==> config.mk <==
export PLATFORM = sky130hd
export DESIGN_NAME = fifo_burst_reader
export DESIGN_NICKNAME = d
export VERILOG_FILES = /design/src/rtl/fifo_burst_reader.sv
export SDC_FILE = /design/constraint.sdc
export NUM_CORES = 1
export LEC_CHECK = 0
export CAP_MARGIN = 20
export CELL_PAD_IN_SITES_DETAIL_PLACEMENT = 1
export CELL_PAD_IN_SITES_GLOBAL_PLACEMENT = 1
export CORE_UTILIZATION = 37
export CTS_CLUSTER_DIAMETER = 30
export CTS_CLUSTER_SIZE = 40
export DETAILED_ROUTE_END_ITERATION = 8
export HOLD_SLACK_MARGIN = 0.08
export PLACE_DENSITY = 0.93
export SLEW_MARGIN = 20
export SYNTH_ARGS = -nofsm -noshare
export SYNTH_HDL_FRONTEND = slang
export SYNTH_SLANG_ARGS = --single-unit
==> constraint.sdc <==
create_clock -name i_clk -period 4.55 [get_ports i_clk]
set_input_delay 0.91 -clock i_clk [delete_from_list [all_inputs] [get_ports i_clk]]
set_output_delay 0.91 -clock i_clk [all_outputs]
set_load 0.01 [all_outputs]
==> src/rtl/fifo_burst_reader.sv <==
// Read-side burst master for sync_fifo: pops the FIFO over its valid/ready port and
// re-emits words downstream as framed bursts (full, flushed, or idle-timeout partial).
module fifo_burst_reader #(
    parameter int FIFO_DEPTH = 16,
    parameter int DATA_WIDTH = 8,
    parameter int ADDR_WIDTH = $clog2(FIFO_DEPTH),
    parameter int BURST_LEN  = 4,
    parameter int TIMEOUT    = 32
) (
    input  logic                  i_clk,
    input  logic                  i_rst,
    input  logic                  i_valid_m,
    input  logic [DATA_WIDTH-1:0] i_data,
    input  logic [ADDR_WIDTH:0]   i_fill_lvl,
    output logic                  o_ready_m,
    input  logic                  i_flush,
    output logic                  o_valid,
    output logic [DATA_WIDTH-1:0] o_data,
    output logic                  o_last,
    input  logic                  i_ready,
    output logic                  o_busy,
    output logic [15:0]           o_burst_count
);
    localparam int LVL_W  = ADDR_WIDTH + 1;
    localparam int BEAT_W = $clog2(BURST_LEN + 1);
    localparam int TO_W   = $clog2(TIMEOUT + 1);
    localparam logic [LVL_W-1:0] FULL_LVL = LVL_W'(BURST_LEN);
    localparam logic [TO_W-1:0]  TO_LAST  = TO_W'(TIMEOUT - 1);

    typedef enum logic [0:0] {
        IDLE  = 1'b0,
        BURST = 1'b1
    } state_t;

    state_t                state_r, state_s;
    logic [BEAT_W-1:0]     beats_r, beats_s;
    logic [TO_W-1:0]       idle_cnt_r, idle_cnt_s;
    logic [LVL_W-1:0]      len_s;
    logic                  start_s;
    logic                  pop_s;
    logic                  valid_s;
    logic [DATA_WIDTH-1:0] data_s;
    logic                  last_s;
    logic                  busy_s;
    logic [15:0]           count_s;

    // A single output register: a pop is allowed whenever it is empty or being drained.
    assign o_ready_m = (state_r == BURST) && (beats_r != {BEAT_W{1'b0}}) && (!o_valid || i_ready);

    // Next-state, burst length selection, idle timeout and output-stage update.
    always_comb begin
        state_s    = state_r;
        beats_s    = beats_r;
        idle_cnt_s = idle_cnt_r;
        len_s      = {LVL_W{1'b0}};
        start_s    = 1'b0;
        valid_s    = o_valid;
        data_s     = o_data;
        last_s     = o_last;
        pop_s      = o_ready_m && i_valid_m;

        case (state_r)
            IDLE: begin
                // Below the full threshold the buffered level is already the min() length.
                if (i_fill_lvl >= FULL_LVL) begin
                    start_s = 1'b1;
                    len_s   = FULL_LVL;
                end else if (i_flush && (i_fill_lvl != {LVL_W{1'b0}})) begin
                    start_s = 1'b1;
                    len_s   = i_fill_lvl;
                end else if ((idle_cnt_r == TO_LAST) && (i_fill_lvl != {LVL_W{1'b0}})) begin
                    start_s = 1'b1;
                    len_s   = i_fill_lvl;
                end else begin
                    start_s = 1'b0;
                end

                if (start_s) begin
                    state_s    = BURST;
                    beats_s    = len_s[BEAT_W-1:0];
                    idle_cnt_s = {TO_W{1'b0}};
                end else if (i_fill_lvl == {LVL_W{1'b0}}) begin
                    idle_cnt_s = {TO_W{1'b0}};
                end else begin
                    idle_cnt_s = idle_cnt_r + TO_W'(1);
                end
            end
            BURST: begin
                idle_cnt_s = {TO_W{1'b0}};
                if (pop_s) begin
                    beats_s = beats_r - BEAT_W'(1);
                    if (beats_r == BEAT_W'(1)) begin
                        state_s = IDLE;
                    end else begin
                        state_s = BURST;
                    end
                end else begin
                    beats_s = beats_r;
                end
            end
            default: begin
                state_s    = IDLE;
                beats_s    = {BEAT_W{1'b0}};
                idle_cnt_s = {TO_W{1'b0}};
            end
        endcase

        if (pop_s) begin
            valid_s = 1'b1;
            data_s  = i_data;
            last_s  = (beats_r == BEAT_W'(1));
        end else if (o_valid && i_ready) begin
            valid_s = 1'b0;
            last_s  = 1'b0;
        end else begin
            valid_s = o_valid;
        end

        count_s = o_burst_count + 16'(start_s);
        busy_s  = (state_s == BURST) || valid_s;
    end

    // State, counters and registered downstream outputs.
    always_ff @(posedge i_clk) begin
        if (i_rst) begin
            state_r       <= IDLE;
            beats_r       <= {BEAT_W{1'b0}};
            idle_cnt_r    <= {TO_W{1'b0}};
            o_valid       <= 1'b0;
            o_data        <= {DATA_WIDTH{1'b0}};
            o_last        <= 1'b0;
            o_busy        <= 1'b0;
            o_burst_count <= 16'd0;
        end else begin
            state_r       <= state_s;
            beats_r       <= beats_s;
            idle_cnt_r    <= idle_cnt_s;
            o_valid       <= valid_s;
            o_data        <= data_s;
            o_last        <= last_s;
            o_busy        <= busy_s;
            o_burst_count <= count_s;
        end
    end

endmodule

# Yosys cells after proc, flatten, opt, wreduce, memory -nomap -nowiden
# Cells that the tools add are included.
# W data, S select, Z words.
# totals
register_bits	37
output_inout_bits	28
# classes
addsub	3
magnitude_cmp	1
eq_ne	4
muxes	22
bitwise_logic	1
n_reduce_logical	14
# ops
op	n
$add A16 B1 Y16	1
$mux W3	5
$mux W1	12
$mux W6	2
$pmux W6 S2	1
$add A6 B1 Y6 const B	1
$eq A6 B5 Y1 const B	1
$logic_and A1 B1 Y1	6
$pmux W3 S2	1
$ge A5 B3 Y1 const B	1
$logic_not A5 Y1	1
$reduce_bool A5 Y1	1
$ne A2 B1 Y1 const B	2
$eq A3 B1 Y1 const B	1
$reduce_bool A3 Y1	1
$sub A3 B1 Y3 const B	1
$logic_or A1 B1 Y1	2
$pmux W1 S2	1
$reduce_and A2 Y1	1
$reduce_bool A2 Y1	1
$logic_not A1 Y1	1
$not A1 Y1	1

# Logic depth before layout (Yosys ltp)
# Gate-level depths: netlist of run 1.
# logic_depth
word_depth	9
ltp_mapped	11
ltp_nobuf	11

# Worst setup path before layout of run 1
# No wires, ideal clock.
# synth_timing
path_type	input to register
from	in i_flush
to	reg o_burst_count[14]
setup_ps	128
arrival_time_ps	2386
path_slack_ps	2036
stages	10
path_buffers	0
path_cell_list	inv_1 o221ai_1 nand2_1 inv_1 ha_1 ha_1 inv_1 nor4_1 xnor2_1 nor2_1
# synth_between
elab_chain_cells	6
# synth_lines
item	line_no	source
from (decl)	16	input logic i_flush,
$logic_and A1 B1 Y1	68	end else if (i_flush && (i_fill_lvl != {LVL_W{1'b0}})) begin
$mux W1	68	
$mux W1	65	if (i_fill_lvl >= FULL_LVL) begin
$mux W1 (2 in a row)	62	case (state_r)
$add A16 B1 Y16	119	count_s = o_burst_count + 16'(start_s);
to (signal assigned)	142	o_burst_count <= count_s;
to (decl)	22	output logic [15:0] o_burst_count
# No other way between the ends. The select of a mux whose other input is x is not followed.
# A chain may end at the register's enable or synchronous reset.

# Worst setup path after layout of run 1
# layout_timing
from	in i_ready
to	out o_ready_m
# layout_between
elab_chain_cells	2
# layout_lines
item	line_no	source
from (decl)	20	input logic i_ready,
$logic_or A1 B1 Y1	48	assign o_ready_m = (state_r == BURST) && (beats_r != {BEAT_W{1'b0}}) && (!o_valid || i_ready);
$logic_and A1 B1 Y1	48	
to (decl)	15	output logic o_ready_m,
# No other way between the ends.

==> results.md, run 1 <==
* Synth Instances at 194
* Post-layout util at 0.536
* Final Hold Viols at 0
* Wire per inst at 13.7 um
* Layout Cells excl Fill at 292
* GPL Wtd Cong at 0.790
* Iteration-0 DRC count of the detailed router at 60
* CP Max Fanout at 3
* Setup violations, final at 0
* Footprint of the multi-input gates at 832 um2
* Setup CP Type: input pin to output port
* Hold crit path type: register to register
* Sum of negative setup slack at 0 ps
* Area contributors post-synth: dfxtp_1, nand2_1, nor2_1
* DRC Markers at 0
* Worst-skew pair later-pin latency at 290 ps
* CTS resizes at 0
* Register area at 741 um2
* H-tree depth at 2
* Mean Syn Cell Area at 8.51 um2
* Initial Util at 0.399
* #FFs+latches synth at 37
* Count of unique library cells instantiated by Yosys at 35
* Final min period at 3140 ps
* Die width at 68.8 um
* Fillers at 521
* Post-CTS Hold Fix Bufs at 0
* First-pass GRT wire length at 6310 um
* Status: completed
* Total power at 0.648 mW
* VDD IR max at 183 uV
* Max cap viols at 0
* Count of pins over their slew limit at 0
* Crit Reg-Reg Startpoint: idle_cnt_r[0]
* Clock Skews at 6.18 ps
* Fin nets at 265
* Vias per cell at 5.26
* RSZ-0062 raised after global routing: no
* Sequential-to-total area share from yosys stat at 0.448
* Net Count, Synth at 218
* Ys async rst share at 0
* Pwr per Cell Area at 292 mW/mm2
* CTS tree: yes
* Clock root buffer: clkbuf_8
* Period utilization at 0.689
* Area leader, netlist: dfxtp_1
* Vias in the first global route at 1428
* CTS Buf Count at 5
* Synthesized area at 0.00165 mm2
* Die Span Y at 68.8 um
* Slew margin rel. at 0.629
* Yosys top cell area share at 0.448
* Max Clk Rate at 319 MHz
* Pre-Repair DR Iteration Count at 4
* IO Port Bufs at 45
* Primary FF master, synth: dfxtp_1
* Clock Sinks at 37
* Post-detail-place hpwl at 2970 um
* Most frequent cells in the layout: clkdlybuf4s50_1, dfxtp_1, nand2_1
* Total gr overflow at 0
* Core Area at 0.00414 mm2
* Worst setup EP type: output port
* Fin area at 0.00222 mm2
* Number of synthesized flops with an enable pin at 0
* Leakage at 0.786 nW
* Post-CTS setup buffer count at 0
* Warnings from Yosys at 0
* Data required, critical path at 3640 ps
* Slew @ Worst Pin at 556 ps
* Vias after detailed routing at 1537
* Clock Path Buffers at 2
* Clk slew on worst S/H paths at 70 ps
* Largest net degree at the start of global routing at 33
* Row count at 23
* Layout cell share with drive strength beyond 1 at 0.0620
* Antenna cells at 0
* GRT Total Usage at 0.182
* Worst endpoint data arrival time at 2230 ps
* Placed inst area at 0.00214 mm2
* # placed instances at 284
* Die area at 0.00473 mm2
* Critical Path Start Type: input pin
* Commonest non-fill, non-tap cell in the layout: clkdlybuf4s50_1
* # IOs at 46
* Final WL at 3990 um
* HP Start: idle_cnt_r[0]
* Initial antenna violation count at 0
* Critical path origin: i_ready
* Remaining antenna violation count at 0
* P&R area growth vs syn at 34.5%
## sequential cells by signal, indices dropped and copies added, names as in the netlist
name / flops
beats_r: 3
idle_cnt_r: 6
o_burst_count: 16
o_busy: 1
o_data: 8
o_last: 1
o_valid: 1
state_r: 1
## synth_stat cells (4+ instances only)
| cell | n |
|---|---|
| nand4_1 | 5 |
| xnor2_1 | 8 |
| xor2_1 | 7 |
| nor4_1 | 4 |
| inv_1 | 12 |
| nand3_1 | 7 |
| dfxtp_1 | 37 |
| nor3_1 | 6 |
| a21oi_1 | 15 |
| nor2_1 | 24 |
| ha_1 | 6 |
| clkbuf_1 | 4 |
| nand2_1 | 25 |
## report_power, final
part           leakage, nW  switching, mW  internal [mW]
Combinational        0.440         0.0401         0.0446
Clock               0.0450          0.115          0.106
Sequential           0.300        0.00852          0.334
## final timing paths
path	endpoint	cells past startpoint	slack, ps
hold / removal	idle_cnt_r[0]	1	450
setup / recovery	o_ready_m	4	1410
hold reg to reg	idle_cnt_r[0]	1	450
setup reg to reg	o_burst_count[14]	11	1930
## layout make-up
class                           count  share of cell area
Multi-Input combinational cell    139               0.375
Sequential cell                    37               0.334
Timing Repair Buffer               46               0.206
Clock buffer                        6              0.0327
Tap cell                           50              0.0282
Inverter                           12              0.0203
Clock inverter                      2             0.00451
## worst max-delay path, stage by stage
cell and delay [ps]:
clkdlybuf4s50_1 490, nor2b_1 70, nor3_1 160, clkdlybuf4s50_1 590
## kinds of logic after synthesis
kind of cell | synth area share
simple gates | 0.261
flops | 0.448
fa+ha+maj | 0.0455
buf+inv | 0.0477
compound gates | 0.118
xor+xnor | 0.0795
## stage by stage
| step | setup WS (ps) | hold slack (ps) |
|---|---|---|
| floorplan | 2040 | 418 |
| global placement | 1340 | 433 |
| detailed placement | 1180 | 437 |
| CTS | 1410 | 452 |
| global route | 1190 | 465 |
| finish | 1410 | 448 |
## routing by layer
layer / share of wire / global-route usage / up-vias
li1: - / - / 758
met1: 0.44 / 0.211 / 742
met4: 0.015 / 0.0689 / 0
met5: 0 / 0 / -
met2: 0.50 / 0.317 / 31
met3: 0.045 / 0.0493 / 6
Power figures use the tool's default switching activity.
==> inputs of run 2 (changes only) <==
- CORE_UTILIZATION: 37 -> 34
- PLACE_DENSITY: 0.93 -> 0.87
- clock period: 4.55 -> 3.2 ns (I/O delays scaled with it)
==> run 2 against run 1 <==
Effect of this change: die area grew 8.6%; via count shrank 3.2%; critical endpoint is now o_burst_count[12]; sequential power up 42%; wire length rose by 3.2%; global-route usage fell by 0.73 points; first-iteration DRC count decreased by 3.3%; power up 58%; clock skew is 0.62 ps lower; flip-flop and latch count is the same; worst hold slack improved by 7.7 ps; largest cell class unchanged.
==> results.md, run 2 (same netlist as run 1, synthesis figures left out) <==
* DRC Markers at 0 (unchanged)
* Setup CP Type: input pin to register (was input pin to output port)
* CP Max Fanout at 5 (was 3)
* Count of pins over their slew limit at 0 (unchanged)
* Worst endpoint data arrival time at 3020 ps (was 2230 ps)
* Setup violations, final at 0 (unchanged)
* Clock Path Buffers at 2 (unchanged)
* Critical Path Start Type: input pin (unchanged)
* Total gr overflow at 0 (unchanged)
* Commonest non-fill, non-tap cell in the layout: clkdlybuf4s50_1 (unchanged)
* First-pass GRT wire length at 6810 um (was 6310 um)
* Reg2Reg Depth at 11 (unchanged)
* Period utilization at 0.885
* Clk slew on worst S/H paths at 80 ps (was 70 ps)
* Status: completed (unchanged)
* R2r endpoint: o_burst_count[12] (was o_burst_count[14])
* GPL Wtd Cong at 0.781 (was 0.790)
* Die width at 71.7 um (was 68.8 um)
* Final WL at 4120 um (was 3990 um)
* Slew @ Worst Pin at 597 ps (was 556 ps)
* IO Port Bufs at 45 (unchanged)
* Vias in the first global route at 1512 (was 1428)
* Top Registers: o_burst_count (16), o_data (8), idle_cnt_r (6) (unchanged)
* Worst-skew pair later-pin latency at 300 ps (was 290 ps)
* # IOs at 46 (unchanged)
* Pre-Repair DR Iteration Count at 6 (was 4)
* Remaining antenna violation count at 0 (unchanged)
* Fin nets at 265 (unchanged)
* Die Span Y at 71.7 um (was 68.8 um)
* RSZ-0062 raised after global routing: no (unchanged)
* Reg2reg setup slack at 550 ps (was 1930 ps)
* Iteration-0 DRC count of the detailed router at 58 (was 60)
* Hold Path Stages at 2 (was 1)
* Post-CTS Hold Fix Bufs at 0 (unchanged)
* Most flops, register: o_burst_count (unchanged)
* Most frequent cells in the layout: clkdlybuf4s50_1, dfxtp_1, nand2_1 (unchanged)
* Max cap viols at 0 (unchanged)
* Wire per inst at 14.0 um (was 13.7 um)
* P&R area growth vs syn at 36.6% (was 34.5%)
* Layout cell share with drive strength beyond 1 at 0.0661 (was 0.0620)
* HP Start: o_data[1] (was idle_cnt_r[0])
* Pwr per Cell Area at 455 mW/mm2 (was 292 mW/mm2)
* Final Hold Viols at 0 (unchanged)
* WHS at 456 ps (was 448 ps)
* CTS tree: yes (unchanged)
* Post-detail-place hpwl at 2900 um (was 2970 um)
* Post-CTS setup buffer count at 0 (unchanged)
* CTS Buf Count at 5 (unchanged)
* Core Area at 0.00450 mm2 (was 0.00414 mm2)
* Vias after detailed routing at 1488 (was 1537)
* Worst setup EP type: register (was output port)
* Clock Sinks at 37 (unchanged)
* Max Clk Rate at 353 MHz
* Clock Skews at 5.55 ps (was 6.18 ps)
* Vias per cell at 5.06 (was 5.26)
* Hold Path Sink: o_data[1] (was idle_cnt_r[0])
* Initial antenna violation count at 0 (unchanged)
* Data required, critical path at 3390 ps (was 3640 ps)
* Die area at 0.00514 mm2 (was 0.00473 mm2)
* Hold crit path type: register to register (unchanged)
* Leakage at 0.795 nW (was 0.786 nW)
* Largest net degree at the start of global routing at 22 (was 33)
* H-tree depth at 2 (unchanged)
* Max reg flops at 16 (unchanged)
* Post-layout util at 0.501 (was 0.536)
* Clock root buffer: clkbuf_8 (unchanged)
* Final min period at 2830 ps
* Placed inst area at 0.00214 mm2 (about the same)
* Initial Util at 0.367 (was 0.399)
* GRT Total Usage at 0.175 (was 0.182)
* VDD IR max at 246 uV (was 183 uV)
* Antenna cells at 0 (unchanged)
* Total power at 1.03 mW (was 0.648 mW)
* Row count at 24 (was 23)
* Sum of negative setup slack at 0 ps (unchanged)
* CTS resizes at 0 (unchanged)
* Slew margin rel. at 0.602 (was 0.629)
* Fin area at 0.00226 mm2 (was 0.00222 mm2)
* Crit Reg-Reg Startpoint: idle_cnt_r[0] (unchanged)
## run 2: cell types whose count changed in the layout (fill, tap and decap cells not counted), sizes merged
cell,delta
bufinv,+1
clkinvlp,+1
clkbuf,-1
clkinv,-1
## run 2: layout make-up
type	count	area, um2
Tap cell	52	65.1
Timing Repair Buffer	46	458
Fill cell	546	2250
Clock buffer	5	68.8
Inverter	12	45.0
Multi-Input combinational cell	139	832
Sequential cell	37	741
Clock inverter	3	46.3
## run 2: how the worst max path moves through the flow
stage             startpoint                end
2_1_floorplan        i_flush  o_burst_count[14]
3_3_place_gp   i_fill_lvl[1]  o_burst_count[12]
3_5_place_dp   i_fill_lvl[1]  o_burst_count[12]
4_1_cts        i_fill_lvl[1]  o_burst_count[12]
5_1_grt        i_fill_lvl[1]  o_burst_count[12]
6_report       i_fill_lvl[1]  o_burst_count[12]
## run 2: metrics by stage
step | instances | worst slack, ps
after floorplan | 194 | 956
after global routing | 294 | 159
after global placement | 286 | 251
after detailed placement | 286 | 123
final | 294 | 369
after CTS | 294 | 370
## run 2: critical path, stage by stage
cell             delay [ps]
clkdlybuf4s50_1         530
nor2_1                   80
o221ai_1                380
nand2_1                 140
inv_1                   100
ha_1                    200
ha_1                    260
inv_1                   120
nor4_1                  350
xnor2_1                 160
nor2_1                   60
## run 2: where the power goes
group	total (mW)	switching [mW]	internal [mW]	leakage, nW
clock	0.417	0.184	0.233	0.0543
combinational	0.120	0.0571	0.0630	0.440
sequential	0.488	0.0128	0.475	0.300
## run 2: metal layers
layer / share of wire / vias up / global-route usage
met4: 0.023 / 0 / 0.0980
met1: 0.44 / 696 / 0.206
met3: 0.038 / 6 / 0.0408
li1: - / 755 / -
met2: 0.50 / 31 / 0.291
met5: 0 / - / 0
==> inputs of run 3 (changes only) <==
- RECOVER_POWER: not set -> 100
==> run 3 against run 2 <==
Effect of this change: clock skew barely moved; final cell count did not move; largest cell class unchanged; final area did not move; critical path type unchanged; highest routed layer unchanged; worst setup slack got worse by 71 ps; critical endpoint unchanged.
==> results.md, run 3 (same netlist as run 1, synthesis figures left out) <==
* H-tree depth at 2 (unchanged)
* CP Max Fanout at 5 (unchanged)
* Internal power at 0.767 mW (was 0.771 mW)
* Delay-heaviest family, CP: buffers and inverters (unchanged)
* RSZ-0062 raised after global routing: no (unchanged)
* CTS tree: yes (unchanged)
* Worst-skew pair later-pin latency at 300 ps (about the same)
* Initial Util at 0.367 (unchanged)
* Clock Skews at 5.64 ps (was 5.55 ps)
* Net Sw Power at 0.253 mW (was 0.254 mW)
* Vias after detailed routing at 1493 (was 1488)
* Die area at 0.00514 mm2 (unchanged)
* Clock root buffer: clkbuf_8 (unchanged)
* Worst path cell trace: dlygate4sd3_1 -> nor2_1 -> o221ai_1 -> nand2_1 -> inv_1 -> ha_1 -> ha_1 -> inv_1 -> nor4_1 -> xnor2_1 -> nor2_1 (was clkdlybuf4s50_1 -> nor2_1 -> o221ai_1 -> nand2_1 -> inv_1 -> ha_1 -> ha_1 -> inv_1 -> nor4_1 -> xnor2_1 -> nor2_1)
* Slew @ Worst Pin at 592 ps (was 597 ps)
* Most frequent cells in the layout: dfxtp_1, dlygate4sd3_1, nand2_1 (was clkdlybuf4s50_1, dfxtp_1, nand2_1)
* Die width at 71.7 um (unchanged)
* Clock power frac at 0.409 (was 0.407)
* Max reg flops at 16 (unchanged)
* Worst endpoint data arrival time at 3090 ps (was 3020 ps)
* Clock Sinks at 37 (unchanged)
* Setup ws final at 297 ps (was 369 ps)
* Count of pins over their slew limit at 0 (unchanged)
* Final Hold Viols at 0 (unchanged)
* Max cap viols at 0 (unchanged)
* Final WL at 4100 um (was 4120 um)
* Data required, critical path at 3390 ps (about the same)
* Post-detail-place hpwl at 2900 um (unchanged)
* # IOs at 46 (unchanged)
* GRT Total Usage at 0.175 (unchanged)
* Period utilization at 0.907 (was 0.885)
* Slew margin rel. at 0.605 (was 0.602)
* Status: completed (unchanged)
* Final min period at 2900 ps (was 2830 ps)
* Hold crit path type: register to register (unchanged)
* CP bufs+invs at 3 (unchanged)
* Vias per cell at 5.08 (was 5.06)
* Iteration-0 DRC count of the detailed router at 62 (was 58)
* Critical path origin: i_fill_lvl[1] (unchanged)
* P&R area growth vs syn at 36.6% (unchanged)
* CTS Buf Count at 5 (unchanged)
* Wire per inst at 13.9 um (was 14.0 um)
* Setup violations, final at 0 (unchanged)
* DRC Markers at 0 (unchanged)
* CTS resizes at 0 (unchanged)
* VDD IR max at 246 uV (about the same)
* Critical Path Start Type: input pin (unchanged)
* Worst setup EP type: register (unchanged)
* Antenna cells at 0 (unchanged)
* Fin nets at 265 (unchanged)
* GPL Wtd Cong at 0.781 (unchanged)
* Post-CTS Hold Fix Bufs at 0 (unchanged)
* Vias in the first global route at 1512 (unchanged)
* Sequential share of power at 0.478 (was 0.476)
* Sum of negative setup slack at 0 ps (unchanged)
* Most flops, register: o_burst_count (unchanged)
* Die Span Y at 71.7 um (unchanged)
* Setup WS pre-CTS at 123 ps (unchanged)
* Comb pwr share at 0.113 (was 0.117)
* Remaining antenna violation count at 0 (unchanged)
* Max Clk Rate at 345 MHz (was 353 MHz)
* Pwr per Cell Area at 452 mW/mm2 (was 455 mW/mm2)
* First-pass GRT wire length at 6810 um (unchanged)
* Crit-path max cell delay at 600 ps (was 530 ps)
* Clk slew on worst S/H paths at 80 ps (about the same)
* Commonest non-fill, non-tap cell in the layout: dfxtp_1 (was clkdlybuf4s50_1)
* Crit Reg-Reg Startpoint: idle_cnt_r[0] (unchanged)
* Leakage at 0.885 nW (was 0.795 nW)
* Largest net degree at the start of global routing at 22 (unchanged)
* CP max stage cell: dlygate4sd3_1 (was clkdlybuf4s50_1)
* HP Start: o_data[1] (unchanged)
* Pre-Repair DR Iteration Count at 6 (unchanged)
* Layout cell share with drive strength beyond 1 at 0.0661 (unchanged)
* Core Area at 0.00450 mm2 (unchanged)
* Sw Share at 0.248 (about the same)
* IO Port Bufs at 45 (unchanged)
* Clock Path Buffers at 2 (unchanged)
* Row count at 24 (unchanged)
* Setup CP Type: input pin to register (unchanged)
* Post-CTS setup buffer count at 0 (unchanged)
* Top Registers: o_burst_count (16), o_data (8), idle_cnt_r (6) (unchanged)
* Total gr overflow at 0 (unchanged)
* Initial antenna violation count at 0 (unchanged)
==> run 3: changes by cell type in the layout (fill, tap and decap cells not counted) <==
cell and delta:
clkdlybuf4s50_1 -30, and2_1 -1, and2_0 +1, dlygate4sd3_1 +30
==> run 3: final cells by class <==
type / count / area [um2]
Fill cell: 546 / 2250
Multi-Input combinational cell: 139 / 832
Sequential cell: 37 / 741
Timing Repair Buffer: 46 / 458
Clock buffer: 5 / 68.8
Tap cell: 52 / 65.1
Clock inverter: 3 / 46.3
Inverter: 12 / 45.0
==> run 3: path summary, 6_finish.rpt <==
check,to,slack (ps),cells past startpoint
hold / removal,o_data[1],450,2
setup reg to reg,o_burst_count[12],550,11
setup / recovery,o_burst_count[12],300,11
hold reg to reg,o_data[1],450,2
==> run 3: power groups by stage <==
stage / logic (mW) / registers (mW) / clock network, mW
final: 0.115 / 0.487 / 0.417
after global routing: 0.128 / 0.490 / 0.446
after CTS: 0.122 / 0.488 / 0.428
after detailed placement: 0.119 / 0.499 / 0
after global placement: 0.116 / 0.497 / 0
after floorplan: 0.0581 / 0.500 / 0
==> run 3: stage by stage <==
stage	utilization	area (um2)	power [mW]	hold WS, ps	cells
2_1_floorplan	-	1650	0.558	418	194
3_3_place_gp	0.475	2140	0.613	430	286
3_5_place_dp	0.475	2140	0.618	443	286
4_1_cts	0.501	2260	1.04	459	294
5_1_grt	0.501	2260	1.06	471	294
6_report	0.501	2260	1.02	454	294
==> run 3: per-layer routing <==
| layer | wire [um] | up-vias | GRT usage |
|---|---|---|---|
| li1 | - | 758 | - |
| met4 | 95 | 0 | 0.0980 |
| met3 | 157 | 6 | 0.0408 |
| met2 | 2040 | 31 | 0.291 |
| met5 | 0 | - | 0 |
| met1 | 1810 | 698 | 0.206 |
==> run 3: worst reg2reg max path: stages (launching register included) <==
cell	delay, ps
dfxtp_1	360
ha_1	220
nand4_1	160
o221ai_1	420
nand2_1	150
inv_1	100
ha_1	200
ha_1	260
inv_1	120
nor4_1	350
xnor2_1	160
nor2_1	60
